===== config.mk =====
export PLATFORM = sky130hd
export DESIGN_NAME = roachf_1024_bao_loopback_ctrl_flat
export DESIGN_NICKNAME = d
export VERILOG_FILES = /design/src/rtl/roachf_1024_bao_loopback_ctrl_if.sv /design/src/rtl/roachf_1024_bao_loopback_ctrl.sv /design/src/flat_wrapper.sv
export SDC_FILE = /design/constraint.sdc
export NUM_CORES = 1
export LEC_CHECK = 0
export CELL_PAD_IN_SITES_DETAIL_PLACEMENT = 1
export CELL_PAD_IN_SITES_GLOBAL_PLACEMENT = 1
export CORE_MARGIN = 2
export CORE_UTILIZATION = 28
export DETAILED_ROUTE_END_ITERATION = 10
export GPL_TIMING_DRIVEN = 0
export PLACE_DENSITY = 0.59
export SETUP_SLACK_MARGIN = 0.4
export SYNTH_ARGS = -nofsm -noshare
export SYNTH_HDL_FRONTEND = slang
export SYNTH_SLANG_ARGS = --single-unit

===== constraint.sdc =====
create_clock -name OPB_Clk -period 10 [get_ports OPB_Clk]
set_input_delay 2 -clock OPB_Clk [delete_from_list [all_inputs] [get_ports OPB_Clk]]
set_output_delay 2 -clock OPB_Clk [all_outputs]
set_load 0.01 [all_outputs]

===== src/rtl/roachf_1024_bao_loopback_ctrl_if.sv =====
// OPB slave-side bus bundle for the loopback sequencer.
// Bit 0 of each bus is the MSB, as on the PPC OPB.
interface roachf_1024_bao_loopback_ctrl_if;
  logic [0:31] OPB_ABus;
  logic [0:3]  OPB_BE;
  logic [0:31] OPB_DBus;
  logic        OPB_RNW;
  logic        OPB_select;
  logic        OPB_seqAddr;
  logic [0:31] Sl_DBus;
  logic        Sl_xferAck;
  logic        Sl_errAck;
  logic        Sl_retry;
  logic        Sl_toutSup;

  modport master (
    output OPB_ABus, OPB_BE, OPB_DBus, OPB_RNW, OPB_select, OPB_seqAddr,
    input  Sl_DBus, Sl_xferAck, Sl_errAck, Sl_retry, Sl_toutSup
  );

  modport slave (
    input  OPB_ABus, OPB_BE, OPB_DBus, OPB_RNW, OPB_select, OPB_seqAddr,
    output Sl_DBus, Sl_xferAck, Sl_errAck, Sl_retry, Sl_toutSup
  );
endinterface


===== src/rtl/roachf_1024_bao_loopback_ctrl.sv =====
// OPB-mapped loopback sequencer: issues one tx pulse per loop, waits for rx_done,
// counts completed and errored loops, with an optional per-loop timeout.
module roachf_1024_bao_loopback_ctrl #(
  parameter logic [31:0] C_BASEADDR   = 32'h01014000,
  parameter logic [31:0] C_HIGHADDR   = 32'h010140FF,
  parameter int unsigned C_OPB_AWIDTH = 32,
  parameter int unsigned C_OPB_DWIDTH = 32,
  parameter string       C_FAMILY     = "virtex5"
) (
  input  logic                                  OPB_Clk,
  input  logic                                  OPB_Rst,
  roachf_1024_bao_loopback_ctrl_if.slave        opb,
  output logic                                  lb_tx_start,
  input  logic                                  lb_rx_done,
  input  logic                                  lb_rx_err,
  output logic                                  lb_busy
);

  typedef enum logic [1:0] {StIdle, StArm, StWait} state_e;

  state_e state_q, state_d;

  logic [C_OPB_AWIDTH-1:0] addr, offset;
  logic [C_OPB_DWIDTH-1:0] wdata;
  logic [3:0]  be;
  logic [5:0]  word;
  logic        hit, ack_q, wr_en;
  logic [31:0] rdata_q, rd_val;
  logic        sel_ctrl, sel_num, sel_tout;
  logic        start_wr, abort_wr;

  logic [31:0] num_loops_q, run_n_q, loop_cnt_q, err_cnt_q;
  logic [31:0] loop_inc, err_inc, num_merged, tout_merged;
  logic [15:0] timeout_q, timer_q;
  logic        done_q, tout_q;
  logic        loop_last, timeout_hit;

  // Byte lane i of the numeric value is enabled by en[i] (en[3] is OPB_BE[0]).
  function automatic logic [31:0] be_merge(logic [31:0] old, logic [31:0] nw, logic [3:0] en);
    logic [31:0] r;
    r = old;
    for (int i = 0; i < 4; i++) begin
      if (en[i]) r[8*i +: 8] = nw[8*i +: 8];
    end
    return r;
  endfunction

  assign addr   = opb.OPB_ABus;
  assign offset = addr - C_BASEADDR;
  assign word   = offset[7:2];
  assign wdata  = opb.OPB_DBus;
  assign be     = opb.OPB_BE;
  assign hit    = opb.OPB_select && (addr >= C_BASEADDR) && (addr <= C_HIGHADDR);
  assign wr_en  = ack_q && hit && !opb.OPB_RNW;

  assign sel_ctrl = (word == 6'h00);
  assign sel_num  = (word == 6'h01);
  assign sel_tout = (word == 6'h04);

  // Abort takes priority over start when both bits are written together.
  assign abort_wr = wr_en && sel_ctrl && be[0] && wdata[1];
  assign start_wr = wr_en && sel_ctrl && be[0] && wdata[0] && !wdata[1];

  assign num_merged  = be_merge(num_loops_q, wdata, be);
  assign tout_merged = be_merge({16'h0000, timeout_q}, wdata, be);

  assign loop_inc    = (loop_cnt_q == 32'hFFFF_FFFF) ? loop_cnt_q : loop_cnt_q + 32'd1;
  assign err_inc     = (err_cnt_q == 32'hFFFF_FFFF) ? err_cnt_q : err_cnt_q + 32'd1;
  assign loop_last   = (loop_inc == run_n_q);
  assign timeout_hit = (timeout_q != 16'h0000) && (timer_q == timeout_q - 16'd1);

  always_ff @(posedge OPB_Clk or posedge OPB_Rst) begin
    if (OPB_Rst) begin
      state_q <= StIdle;
    end else begin
      state_q <= state_d;
    end
  end

  always_comb begin
    state_d = state_q;
    unique case (state_q)
      StIdle: begin
        if (start_wr) state_d = (num_loops_q == 32'd0) ? StIdle : StArm;
      end
      StArm: begin
        state_d = abort_wr ? StIdle : StWait;
      end
      StWait: begin
        if (abort_wr) begin
          state_d = StIdle;
        end else if (lb_rx_done) begin
          state_d = loop_last ? StIdle : StArm;
        end else if (timeout_hit) begin
          state_d = StIdle;
        end
      end
      default: state_d = StIdle;
    endcase
  end

  always_comb begin
    lb_tx_start = 1'b0;
    lb_busy     = 1'b1;
    unique case (state_q)
      StIdle:  lb_busy = 1'b0;
      StArm:   lb_tx_start = 1'b1;
      StWait:  lb_busy = 1'b1;
      default: lb_busy = 1'b0;
    endcase
  end

  always_ff @(posedge OPB_Clk or posedge OPB_Rst) begin
    if (OPB_Rst) begin
      num_loops_q <= 32'd0;
      run_n_q     <= 32'd0;
      loop_cnt_q  <= 32'd0;
      err_cnt_q   <= 32'd0;
      timeout_q   <= 16'hFFFF;
      timer_q     <= 16'd0;
      done_q      <= 1'b0;
      tout_q      <= 1'b0;
    end else begin
      if (wr_en && sel_num)  num_loops_q <= num_merged;
      if (wr_en && sel_tout) timeout_q   <= tout_merged[15:0];
      unique case (state_q)
        StIdle: begin
          if (start_wr) begin
            loop_cnt_q <= 32'd0;
            err_cnt_q  <= 32'd0;
            tout_q     <= 1'b0;
            done_q     <= (num_loops_q == 32'd0);
            run_n_q    <= num_loops_q;
          end
        end
        StArm: timer_q <= 16'd0;
        StWait: begin
          if (!abort_wr) begin
            if (lb_rx_done) begin
              loop_cnt_q <= loop_inc;
              if (lb_rx_err) err_cnt_q <= err_inc;
              if (loop_last) done_q <= 1'b1;
            end else if (timeout_hit) begin
              tout_q <= 1'b1;
            end else begin
              timer_q <= timer_q + 16'd1;
            end
          end
        end
        default: ;
      endcase
    end
  end

  always_comb begin
    rd_val = 32'd0;
    case (word)
      6'h00:   rd_val = {29'd0, tout_q, done_q, lb_busy};
      6'h01:   rd_val = num_loops_q;
      6'h02:   rd_val = loop_cnt_q;
      6'h03:   rd_val = err_cnt_q;
      6'h04:   rd_val = {16'd0, timeout_q};
      default: rd_val = 32'd0;
    endcase
  end

  // Ack and read data are registered; suppressing a back-to-back ack gives 2-cycle accesses.
  always_ff @(posedge OPB_Clk or posedge OPB_Rst) begin
    if (OPB_Rst) begin
      ack_q   <= 1'b0;
      rdata_q <= 32'd0;
    end else begin
      ack_q   <= hit && !ack_q;
      rdata_q <= (hit && !ack_q && opb.OPB_RNW) ? rd_val : 32'd0;
    end
  end

  assign opb.Sl_DBus    = rdata_q;
  assign opb.Sl_xferAck = ack_q;
  assign opb.Sl_errAck  = 1'b0;
  assign opb.Sl_retry   = 1'b0;
  assign opb.Sl_toutSup = 1'b0;

  logic unused_bits;
  assign unused_bits = ^{offset[31:8], offset[1:0], tout_merged[31:16], opb.OPB_seqAddr};

endmodule


===== src/flat_wrapper.sv =====
// flat-port wrapper written by rule: the top's interface ports become plain ports
module roachf_1024_bao_loopback_ctrl_flat 
#(
  parameter logic [31:0] C_BASEADDR   = 32'h01014000,
  parameter logic [31:0] C_HIGHADDR   = 32'h010140FF,
  parameter int unsigned C_OPB_AWIDTH = 32,
  parameter int unsigned C_OPB_DWIDTH = 32,
  parameter string       C_FAMILY     = "       "
)
  (OPB_Clk, OPB_Rst, lb_tx_start, lb_rx_done, lb_rx_err, lb_busy, opb_OPB_ABus, opb_OPB_BE, opb_OPB_DBus, opb_OPB_RNW, opb_OPB_select, opb_OPB_seqAddr, opb_Sl_DBus, opb_Sl_xferAck, opb_Sl_errAck, opb_Sl_retry, opb_Sl_toutSup);
  roachf_1024_bao_loopback_ctrl_if opb_i ();
  input  logic OPB_Clk;
  input  logic OPB_Rst;
  output logic lb_tx_start;
  input  logic lb_rx_done;
  input  logic lb_rx_err;
  output logic lb_busy;
  input wire logic [$bits(opb_i.OPB_ABus)-1:0] opb_OPB_ABus;
  input wire logic [$bits(opb_i.OPB_BE)-1:0] opb_OPB_BE;
  input wire logic [$bits(opb_i.OPB_DBus)-1:0] opb_OPB_DBus;
  input wire logic [$bits(opb_i.OPB_RNW)-1:0] opb_OPB_RNW;
  input wire logic [$bits(opb_i.OPB_select)-1:0] opb_OPB_select;
  input wire logic [$bits(opb_i.OPB_seqAddr)-1:0] opb_OPB_seqAddr;
  output wire logic [$bits(opb_i.Sl_DBus)-1:0] opb_Sl_DBus;
  output wire logic [$bits(opb_i.Sl_xferAck)-1:0] opb_Sl_xferAck;
  output wire logic [$bits(opb_i.Sl_errAck)-1:0] opb_Sl_errAck;
  output wire logic [$bits(opb_i.Sl_retry)-1:0] opb_Sl_retry;
  output wire logic [$bits(opb_i.Sl_toutSup)-1:0] opb_Sl_toutSup;
  assign opb_i.OPB_ABus = opb_OPB_ABus;
  assign opb_i.OPB_BE = opb_OPB_BE;
  assign opb_i.OPB_DBus = opb_OPB_DBus;
  assign opb_i.OPB_RNW = opb_OPB_RNW;
  assign opb_i.OPB_select = opb_OPB_select;
  assign opb_i.OPB_seqAddr = opb_OPB_seqAddr;
  assign opb_Sl_DBus = opb_i.Sl_DBus;
  assign opb_Sl_xferAck = opb_i.Sl_xferAck;
  assign opb_Sl_errAck = opb_i.Sl_errAck;
  assign opb_Sl_retry = opb_i.Sl_retry;
  assign opb_Sl_toutSup = opb_i.Sl_toutSup;
  roachf_1024_bao_loopback_ctrl #(.C_BASEADDR(C_BASEADDR), .C_HIGHADDR(C_HIGHADDR), .C_OPB_AWIDTH(C_OPB_AWIDTH), .C_OPB_DWIDTH(C_OPB_DWIDTH), .C_FAMILY(C_FAMILY)) u_core (.OPB_Clk(OPB_Clk), .OPB_Rst(OPB_Rst), .opb(opb_i), .lb_tx_start(lb_tx_start), .lb_rx_done(lb_rx_done), .lb_rx_err(lb_rx_err), .lb_busy(lb_busy));
endmodule

==> impl_metrics.json <==
{
  "outcome": "complete, no violations",
  "worst_slack_ps": 3760,
  "antenna_found_initial": 0,
  "register_area_um2": 4950,
  "holdCritPathClass": "flip-flop to flip-flop",
  "max-vdd-ir-drop_uv": 128,
  "worst-path-max-fanout": 10,
  "ys_types": 77,
  "p_comb_share_pct": 17.2,
  "finalCriticalPeriod_ps": 6240,
  "syn_avg_cell_area_um2": 9.85,
  "critical_path_required_ps": 10360,
  "r2r_setup_slack_ps": 5950,
  "io_buffers": 106,
  "ant_nets": 0,
  "synth-edff-count": 0,
  "n_fill_cell": 4417,
  "maxSlewViolCount": 0,
  "min_period_over_period_pct": 62.4,
  "pwr-share-clk_pct": 39.0,
  "grt_pass1_vias": 9797,
  "cts_tree": "done",
  "tightest_slew_ps": 1110,
  "ctsHoldBuffers": 0,
  "power_switching_mw": 0.585,
  "yosysWarnings": 0,
  "swShare_pct": 30.7,
  "netlist_area_um2": 11000,
  "synthFlopType": "dfrtp_1",
  "clockBufferDepth": 2,
  "area_delta_synth_final_pct": 21.6,
  "die-area_um2": 41000,
  "skew_ps": 20.0,
  "cts_buffers": 17,
  "drt_wl_total_um": 39200,
  "io_pins": 113,
  "insertion_delay_ps": 470,
  "synth_seq_cells": 197,
  "row_count": 72,
  "num_vias": 9466,
  "track_usage_pct": 19.5,
  "p_int_mw": 1.32,
  "preCtsSetupSlack_ps": 3310,
  "hold_viol_final": 0,
  "drt-initial-drc-count": 669,
  "reg2reg_from": "u_core.loop_cnt_q[0]$_DFFE_PP0P_",
  "start_util_pct": 28.4,
  "clk_pin_slew_worst_paths_ps": 80,
  "multi_input_area_um2": 5700,
  "grt_setup_unrepaired": "no",
  "worst_hold_slack_ps": 533,
  "cts-root-buf": "clkbuf_16",
  "cts_setup_buffers": 0,
  "crit_type": "primary input to flip-flop",
  "seq_area_frac_synth_pct": 44.8,
  "layout.nets": 1333,
  "synth-async-reset-ratio_pct": 100,
  "drcViolationCount": 0,
  "grt_start_max_net_pins": 102,
  "synthCells": 1121,
  "p_seq_share_pct": 43.8,
  "stdcell_count": 1781,
  "layout-drive-gt1-share_pct": 14.6,
  "hpwlAfterDp_um": 29300,
  "reg2regPathDepth": 11,
  "setup_viol": 0,
  "power.leakage_nw": 5.43,
  "grt_pass1_wl_um": 60700,
  "crit_path_end_kind": "flip-flop",
  "wl_per_cell_um": 22.0,
  "power_density_nw_per_um2": 142,
  "worstPathArrival_ps": 6600,
  "vias_per_cell": 5.31,
  "worstSetupStartpoint": "opb_OPB_ABus[5]",
  "die_h_um": 203,
  "die_x_um": 203,
  "max_freq_mhz": 160,
  "reg2reg_to": "u_core.state_q[0]$_DFFE_PP0P_",
  "place_congestion": 0.853,
  "cts_resized": 0,
  "coreArea_um2": 38800,
  "drt-pass1-iter-count": 6,
  "dp_cells": 1749,
  "total_power_mw": 1.91,
  "drv_cap": 0,
  "relSlewSlack_pct": 25.4,
  "diodes": 0,
  "gr-total-overflow": 0,
  "clkSinkCount": 197,
  "startpoint_type": "primary input",
  "cp-endpoint": "u_core.loop_cnt_q[3]$_DFFE_PP0P_",
  "htreeDepth": 4
}
-- power groups by stage --
stage | combinational, mW | clock (mW) | sequential, mW
2_1_floorplan | 0.184 | 0 | 0.842
3_3_place_gp | 0.323 | 0 | 0.850
3_5_place_dp | 0.329 | 0 | 0.850
4_1_cts | 0.330 | 0.765 | 0.835
5_1_grt | 0.366 | 0.795 | 0.839
6_report | 0.328 | 0.745 | 0.835
-- worst max-delay path, cell delays in order --
cell and delay [ps]:
clkdlybuf4s50_1 450, nor4_2 970, and2_0 240, clkbuf_1 220
nand4_1 580, a22oi_2 850, nand2_1 490, clkbuf_1 430
o31ai_1 350
-- final cells by class --
class / count / share of cell area [%]
plain buffers: 75 / 2.38
clock buffers: 19 / 3.30
clock inverters: 13 / 1.28
inverters: 23 / 0.699
multi-input cells: 828 / 42.5
flip-flops and latches: 197 / 36.9
well taps: 518 / 4.83
repair buffers: 108 / 8.17
-- sequential cells by signal, summed over array words and instances, names as in the netlist --
register	cells
u_core.done_q	1
u_core.err_cnt_q	32
u_core.loop_cnt_q	32
u_core.num_loops_q	32
u_core.opb.Sl_DBus	32
u_core.opb.Sl_xferAck	1
u_core.run_n_q	32
u_core.state_q	2
u_core.timeout_q	16
u_core.timer_q	16
u_core.tout_q	1
-- synth_stat cells (4+ instances only) --
master | n | area share, %
a222oi_1 | 16 | 1.5
o31ai_1 | 24 | 1.6
nand4_1 | 38 | 2.2
xnor2_1 | 81 | 6.4
ha_1 | 8 | 0.91
nor3_1 | 26 | 1.2
nand3_1 | 49 | 2.2
nand2_1 | 120 | 4.1
dfstp_2 | 16 | 3.8
buf_2 | 8 | 0.36
buf_4 | 4 | 0.27
and3_1 | 11 | 0.62
o41ai_1 | 5 | 0.40
inv_1 | 22 | 0.75
mux2_2 | 96 | 9.8
and4_1 | 11 | 0.87
a22oi_1 | 19 | 1.3
or4_1 | 4 | 0.27
xor2_1 | 31 | 2.5
clkbuf_2 | 4 | 0.18
a211oi_1 | 7 | 0.48
a21oi_1 | 27 | 1.2
nor2b_1 | 6 | 0.34
o21ai_0 | 38 | 1.7
nor2_1 | 91 | 3.1
dfrtp_1 | 181 | 41
clkbuf_1 | 55 | 1.9
a31oi_1 | 5 | 0.28
or3_1 | 9 | 0.51
nor4_1 | 35 | 2.0
-- through the flow --
stage | instance area (µm²) | util, % | TNS, ps
2_1_floorplan | 11000 | - | 0
3_3_place_gp | 12800 | 32.9 | -102170
3_5_place_dp | 12800 | 33.0 | 0
4_1_cts | 13400 | 34.6 | 0
5_1_grt | 13400 | 34.6 | 0
6_report | 13400 | 34.6 | 0
-- layer usage --
metal	wire length, µm	global-route usage [%]
met4	952	6.86
met1	18300	26.8
met5	0	0
met2	18300	30.9
met3	1700	3.37
-- cells in the final DEF, fill, tap and decap left out, types with 7 or more instances in the layout --
cell             count
a211oi_1             7
a21oi_1             27
a222oi_1            16
a22oi_1             19
and3_1              11
and4_1              11
buf_2                8
clkbuf_1            56
clkbuf_16           17
clkdlybuf4s50_1    106
dfrtp_1            181
dfstp_2             16
ha_1                 8
inv_1               21
mux2_2              96
nand2_1            120
nand3_1             49
nand4_1             38
nor2_1              91
nor3_1              26
nor4_1              34
o21ai_0             38
o31ai_1             24
or3_1                9
xnor2_1             81
xor2_1              31
-- cell families (layout without fill, tap and decap cells) --
| kind of cell | count (synthesis) | after routing | share of synthesized area, % |
|---|---|---|---|
| AO/OA/AOI/OAI | 177 | 177 | 11.8 |
| multiplexers | 98 | 98 | 9.97 |
| buffers and inverters | 98 | 238 | 3.67 |
| XOR/XNOR | 112 | 112 | 8.88 |
| other | 1 | 3 | 0.0340 |
| AND/OR/NAND/NOR | 430 | 430 | 19.9 |
| flip-flops | 197 | 197 | 44.8 |
| adder cells (fa/ha/maj) | 8 | 8 | 0.907 |
-- worst min path at each step --
stage	start	end	slack, ps	cells after the start
6_report	u_core.run_n_q[19]$_DFFE_PP0P_	u_core.run_n_q[19]$_DFFE_PP0P_	530	1
3_5_place_dp	u_core.tout_q$_DFFE_PP0P_	u_core.tout_q$_DFFE_PP0P_	510	2
2_1_floorplan	u_core.tout_q$_DFFE_PP0P_	u_core.tout_q$_DFFE_PP0P_	470	2
3_3_place_gp	u_core.run_n_q[21]$_DFFE_PP0P_	u_core.run_n_q[21]$_DFFE_PP0P_	510	1
5_1_grt	u_core.run_n_q[17]$_DFFE_PP0P_	u_core.run_n_q[17]$_DFFE_PP0P_	550	1
4_1_cts	u_core.run_n_q[17]$_DFFE_PP0P_	u_core.run_n_q[17]$_DFFE_PP0P_	530	1
No activity file was read; power rests on OpenSTA's default activity.
